### src/rtl/hdlc_pkg.sv
// Shared constants and types for the HDLC receive path.
package hdlc_pkg;

    localparam logic [7:0] HDLC_FLAG = 8'h7E;

    // Run lengths of consecutive 1s that change how the following bit is classified.
    localparam int ONES_STUFF = 5;
    localparam int ONES_FLAG  = 6;
    localparam int ONES_ABORT = 7;

    typedef enum logic [1:0] {
        HUNT    = 2'd0,
        OPEN    = 2'd1,
        INFRAME = 2'd2
    } rx_state_t;

endpackage

### src/rtl/hdlc_rx_destuff.sv
// Ones counting, stuffed-zero removal, flag/abort detection and the 7-bit hold pipeline.
module hdlc_rx_destuff
    import hdlc_pkg::*;
(
    input  logic clk,
    input  logic rst,
    input  logic rx,
    input  logic en,
    output logic bit_valid,
    output logic bit_value,
    output logic flag,
    output logic abort
);

    logic [2:0] ones_reg, ones_next;
    logic [6:0] hold_reg, hold_next;
    logic [2:0] occ_reg, occ_next;
    logic       push;

    // The hold pipeline delays data by seven bits so a flag's leading 0 and six 1s
    // can be thrown away before they ever reach the byte assembler.
    assign bit_value = hold_reg[6];

    always_comb begin
        ones_next = ones_reg;
        hold_next = hold_reg;
        occ_next  = occ_reg;
        push      = 1'b0;
        flag      = 1'b0;
        abort     = 1'b0;
        bit_valid = 1'b0;
        if (en) begin
            if (rx) begin
                push = 1'b1;
                if (ones_reg != 3'(ONES_ABORT)) begin
                    ones_next = ones_reg + 3'd1;
                end
                if (ones_reg == 3'(ONES_ABORT - 1)) begin
                    abort = 1'b1;
                end
            end else begin
                ones_next = 3'd0;
                if (ones_reg == 3'(ONES_FLAG)) begin
                    flag = 1'b1;
                end else if (ones_reg != 3'(ONES_STUFF)) begin
                    push = 1'b1;
                end
            end
            if (push) begin
                hold_next = {hold_reg[5:0], rx};
                bit_valid = (occ_reg == 3'd7);
                if (occ_reg != 3'd7) begin
                    occ_next = occ_reg + 3'd1;
                end
            end
            // The abort bit itself still pops the last genuine data bit before flushing.
            if (flag || abort) begin
                occ_next = 3'd0;
            end
        end
    end

    always_ff @(posedge clk) begin
        if (rst) begin
            ones_reg <= 3'd0;
            hold_reg <= 7'd0;
            occ_reg  <= 3'd0;
        end else begin
            ones_reg <= ones_next;
            hold_reg <= hold_next;
            occ_reg  <= occ_next;
        end
    end

endmodule

### src/rtl/hdlc_rx_channel.sv
// HDLC receive front end: frame state machine, LSB-first byte assembly and frame events.
module hdlc_rx_channel
    import hdlc_pkg::*;
#(
    parameter int MAX_BYTES = 128
) (
    input  logic       Clk,
    input  logic       Rst,
    input  logic       Rx,
    input  logic       RxEN,
    output logic [7:0] Rx_Data,
    output logic       Rx_NewByte,
    output logic       Rx_FlagDetect,
    output logic       Rx_ValidFrame,
    output logic       Rx_EoF,
    output logic       Rx_AbortSignal,
    output logic       Rx_FrameError,
    output logic       Rx_Overflow,
    output logic [7:0] Rx_FrameSize
);

    logic bit_valid, bit_value, flag, abort;

    hdlc_rx_destuff u_destuff (
        .clk       (Clk),
        .rst       (Rst),
        .rx        (Rx),
        .en        (RxEN),
        .bit_valid (bit_valid),
        .bit_value (bit_value),
        .flag      (flag),
        .abort     (abort)
    );

    rx_state_t  state_reg, state_next;
    logic [2:0] bit_cnt_reg, bit_cnt_next;
    logic [7:0] shift_reg, shift_next;
    logic [7:0] data_reg, data_next;
    logic [7:0] size_reg, size_next;
    logic       ovf_done_reg, ovf_done_next;
    logic       valid_reg, valid_next;
    logic       new_byte_reg, new_byte_next;
    logic       flag_det_reg, flag_det_next;
    logic       eof_reg, eof_next;
    logic       abort_sig_reg, abort_sig_next;
    logic       ferr_reg, ferr_next;
    logic       ovf_reg, ovf_next;
    logic [7:0] shifted;

    assign shifted = {bit_value, shift_reg[7:1]};

    always_comb begin
        state_next     = state_reg;
        bit_cnt_next   = bit_cnt_reg;
        shift_next     = shift_reg;
        data_next      = data_reg;
        size_next      = size_reg;
        ovf_done_next  = ovf_done_reg;
        valid_next     = valid_reg;
        new_byte_next  = 1'b0;
        flag_det_next  = 1'b0;
        eof_next       = 1'b0;
        abort_sig_next = 1'b0;
        ferr_next      = 1'b0;
        ovf_next       = 1'b0;

        // Data popped out of the hold pipeline; ignored while hunting for a flag.
        if (bit_valid && state_reg != HUNT) begin
            if (state_reg == OPEN) begin
                state_next    = INFRAME;
                valid_next    = 1'b1;
                size_next     = 8'd0;
                ovf_done_next = 1'b0;
            end
            shift_next   = shifted;
            bit_cnt_next = bit_cnt_reg + 3'd1;
            if (bit_cnt_reg == 3'd7) begin
                data_next     = shifted;
                new_byte_next = 1'b1;
                if (size_next == 8'(MAX_BYTES) && !ovf_done_next) begin
                    ovf_next      = 1'b1;
                    ovf_done_next = 1'b1;
                end
                if (size_next != 8'hFF) begin
                    size_next = size_next + 8'd1;
                end
            end
        end

        if (flag) begin
            flag_det_next = 1'b1;
            bit_cnt_next  = 3'd0;
            if (state_reg == INFRAME) begin
                eof_next   = 1'b1;
                ferr_next  = (bit_cnt_reg != 3'd0);
                valid_next = 1'b0;
            end
            state_next = OPEN;
        end

        if (abort) begin
            if (state_next == INFRAME) begin
                abort_sig_next = 1'b1;
            end
            state_next   = HUNT;
            valid_next   = 1'b0;
            bit_cnt_next = 3'd0;
        end
    end

    always_ff @(posedge Clk) begin
        if (Rst) begin
            state_reg     <= HUNT;
            bit_cnt_reg   <= 3'd0;
            shift_reg     <= 8'd0;
            data_reg      <= 8'd0;
            size_reg      <= 8'd0;
            ovf_done_reg  <= 1'b0;
            valid_reg     <= 1'b0;
            new_byte_reg  <= 1'b0;
            flag_det_reg  <= 1'b0;
            eof_reg       <= 1'b0;
            abort_sig_reg <= 1'b0;
            ferr_reg      <= 1'b0;
            ovf_reg       <= 1'b0;
        end else begin
            state_reg     <= state_next;
            bit_cnt_reg   <= bit_cnt_next;
            shift_reg     <= shift_next;
            data_reg      <= data_next;
            size_reg      <= size_next;
            ovf_done_reg  <= ovf_done_next;
            valid_reg     <= valid_next;
            new_byte_reg  <= new_byte_next;
            flag_det_reg  <= flag_det_next;
            eof_reg       <= eof_next;
            abort_sig_reg <= abort_sig_next;
            ferr_reg      <= ferr_next;
            ovf_reg       <= ovf_next;
        end
    end

    assign Rx_Data        = data_reg;
    assign Rx_NewByte     = new_byte_reg;
    assign Rx_FlagDetect  = flag_det_reg;
    assign Rx_ValidFrame  = valid_reg;
    assign Rx_EoF         = eof_reg;
    assign Rx_AbortSignal = abort_sig_reg;
    assign Rx_FrameError  = ferr_reg;
    assign Rx_Overflow    = ovf_reg;
    assign Rx_FrameSize   = size_reg;

endmodule

### config.mk
export PLATFORM = sky130hd
export DESIGN_NAME = hdlc_rx_channel
export DESIGN_NICKNAME = d
export VERILOG_FILES = /design/src/rtl/hdlc_pkg.sv /design/src/rtl/hdlc_rx_destuff.sv /design/src/rtl/hdlc_rx_channel.sv
export SDC_FILE = /design/constraint.sdc
export NUM_CORES = 1
export LEC_CHECK = 0
export CAP_MARGIN = 10
export CORE_MARGIN = 2
export CORE_UTILIZATION = 49
export DETAILED_ROUTE_END_ITERATION = 7
export PLACE_DENSITY = 0.82
export RECOVER_POWER = 25
export SYNTH_ARGS = -nofsm -noshare
export SYNTH_HDL_FRONTEND = slang
export SYNTH_SLANG_ARGS = --single-unit
### constraint.sdc
create_clock -name Clk -period 1.84 [get_ports Clk]
set_input_delay 0.46 -clock Clk [delete_from_list [all_inputs] [get_ports Clk]]
set_output_delay 0.46 -clock Clk [all_outputs]
set_load 0.02 [all_outputs]
==> results.toml <==
[route]
vias = 2096
wire_per_inst_um = 14.7
postRouteAntennaNets = 0
first_iter_violations = 144
drc = 0
vias_per_cell = 5.73
first_pass_iters = 4
drt-total-wl_um = 5390

[power]
p_total_mw = 1.92
netSwitchingFraction_pct = 21.9
p_int_mw = 1.50
pwr-share-seq_pct = 56.0
p_leak_nw = 1.11
max-vdd-ir-drop_v = 0.000445
p_comb_share_pct = 4.8
p_per_area_nw_per_um2 = 654
power.switching_mw = 0.422
p_clk_share_pct = 39.1

[grt]
overflow = 0
grt_pass1_wl_um = 9030
grt.met2_usage_pct = 36.8
grt_antenna_before_repair = 0
global_route.usage.met1_pct = 28.6
track_usage_pct = 22.0
grtUsageMet3_pct = 3.52
grt_pass1_vias = 1995
grt_max_degree = 26
grt-busiest-layer = "met2"

[yosys]
synthTopCellsByCount = "49 x dfxtp_1, 37 x nand2_1, 31 x a21oi_1"
synthCells = 257
synth_ff_type = "dfxtp_1"
synth-async-reset-ratio_pct = 0
synthAdderAreaFrac_pct = 6.17
yosysMostFrequentCell = "dfxtp_1"
synth_top_family_by_area = "simple AND/OR/NAND/NOR gates"
synthSimpleGateAreaFrac_pct = 22.4
syn_avg_cell_area_um2 = 8.69
synth.area.top_cells = "dfxtp_1 44%, a21oi_1 7.0%, nand2_1 6.2%, ha_1 6.2%, nor2_1 3.2%"
yosys.area.top_type_share_pct = 43.9
ys_seq_area_share_pct = 43.9
ys_types = 47
synth_compound_area_share_pct = 19.1
syn-cell-area_um2 = 2230
synth.largest_area_cell = "dfxtp_1"
ys_ff_latch = 49
synth-edff-count = 0
syn_nets = 272
yosys_warnings = 0
synth_xor_area_share_pct = 0.392
synth_mux_area_share_pct = 3.14

[placement]
port_buffers = 26
place_hpwl_um = 3780
routabilityCongestion = 0.837
dp.cells = 355

[layout]
multiInputGateArea_um2 = 1200
seq_area_um2 = 987
nets = 329
fillers = 335
drive_above_1_share_pct = 19.7
diodes = 0
area_growth_pct = 31.9
fin_cells = 366

[cts]
htreeDepth = 2
clk_latency_ns = 0.30
cts_tree = "yes"
cts.clk_slew.worst_paths_ns = 0.09
ctsHoldBuffers = 0
cts_sinks = 49
cts_inserted_buffers = 5
clk_path_buf_depth = 2
cts_root_buf = "clkbuf_8"

[timing]
finalHoldViolCount = 0
final.setup_skew_ns = 0.0102
slew_violations = 0
slew_headroom_pct = 74.6
fin_ws_ns = -0.00839
setup_viol = 1
fin_crit_sh_pct = 100
grt_setup_unrepaired = "true"
fmaxAchievable_ghz = 0.541
min_period_ns = 1.85
worst_pin_slew_ns = 0.377

[run]
maxCapViolCount = 0

[floorplanning]
die_h_um = 71.5
dieWidth_um = 71.5
rows = 24
dieArea_um2 = 5110
coreArea_um2 = 4380
start_util_pct = 50.9
pin_count = 27

[critical_path]
rr_worst_depth = 9
start_kind = "flop"
worstPathArrival_ns = 2.05
r2r_end = "Rx_FrameSize[1]"
crit_fanout = 6
cp-end-kind = "flop"
rr_startpoint = "state_reg[0]"
cp.required_ns = 2.04
r2r_slack_ns = -0.008
critPathKind = "flop to flop"

[worst_hold_path]
hold_end = "Rx_Overflow"
min_from = "ovf_done_reg"
min_path_cells = 1
hp-class = "flop to flop"

[outcome]
outcome = "finished with violations"
violations = "setup timing"
## layout make-up
class	instances	area share, %
Inverter	11	1.40
Clock buffer	5	2.34
Timing Repair Buffer	64	18.5
Tap cell	52	2.21
Multi-Input combinational cell	183	40.8
Clock inverter	2	1.19
Sequential cell	49	33.5
## cell usage in the layout (no fill, tap or decap), drive strengths merged, types with 3 or more instances in the layout
cell and instances:
nand4 3, clkbuf 10, ha 11, nand2 37, nor2b 3, buf 34
inv 11, mux2i 7, dlygate4sd2 6, a31oi 3, dfxtp 49, nor2 20
o21ai 7, o211ai 7, nand3 14, a21oi 31, nor3 4, and4 3
a211oi 3, clkdlybuf4s50 18, nor4 3
## metrics by stage
step	setup slack, ns	hold slack, ns	instance area [um^2]	utilization, %	setup TNS (ns)
floorplan	0.00760	0.399	2250	-	0
global placement	-0.152	0.421	2790	63.6	-2.17
detailed placement	-0.201	0.437	2790	63.6	-3.45
CTS	0.00167	0.452	2900	66.2	0
global route	-0.0903	0.473	2940	67.2	-0.385
finish	-0.00839	0.451	2940	67.2	-0.00839
## what timing repair did
action | in CTS | in global routing
hold endpoints to repair | 0 | 0
setup endpoints to repair | 9 | 23
pin swaps | 1 | 4
buffers inserted | 2 | 2
cloned | 0 | 0
gates resized for setup | 7 | 14
## power groups by stage
| stage | logic, mW | registers (mW) | clock network (mW) |
|---|---|---|---|
| 6_report | 0.0933 | 1.08 | 0.753 |
| 5_1_grt | 0.103 | 1.08 | 0.793 |
| 4_1_cts | 0.0930 | 1.08 | 0.765 |
| 3_5_place_dp | 0.0932 | 1.10 | 0 |
| 3_3_place_gp | 0.0913 | 1.10 | 0 |
| 2_1_floorplan | 0.0530 | 1.10 | 0 |
## critical path, cell delays in order (launching register included)
cell     delay [ns]
dfxtp_2        0.33
or2b_1         0.19
nand2_1        0.08
inv_1          0.06
ha_2           0.18
nand3_2        0.11
o41ai_4        0.29
buf_4          0.20
nor2_2         0.04
o41ai_1        0.27
## worst max-delay path by stage
stage                    start  depth (start not counted)  slack, ns                   end
6_report          state_reg[0]                          9     -0.008       Rx_FrameSize[1]
5_1_grt           state_reg[0]                          9      -0.09       Rx_FrameSize[1]
2_1_floorplan     state_reg[1]                          8      0.008       Rx_FrameSize[1]
3_3_place_gp              RxEN                          6      -0.15         Rx_FrameError
3_5_place_dp                Rx                          6      -0.20  u_destuff.occ_reg[0]
4_1_cts        Rx_FrameSize[5]                          1      0.002       Rx_FrameSize[5]
## kinds of logic (layout without fill, tap and decap cells)
family / count (synthesis) / after routing
AOI/OAI and AO/OA: 64 / 64
xor gates and xnor gates: 1 / 1
adders and majority gates: 11 / 11
buffers and inverters: 25 / 82
DFF: 49 / 49
muxes: 7 / 7
and+or+nand+nor: 100 / 100
## routing by layer
| layer | part of all wire (%) | up-vias |
|---|---|---|
| met2 | 49 | 73 |
| met1 | 44 | 981 |
| met5 | 0 | - |
| met3 | 5.0 | 9 |
| met4 | 2.1 | 0 |
| li1 | - | 1033 |
Note: power is estimated with default switching activity, not from simulation.
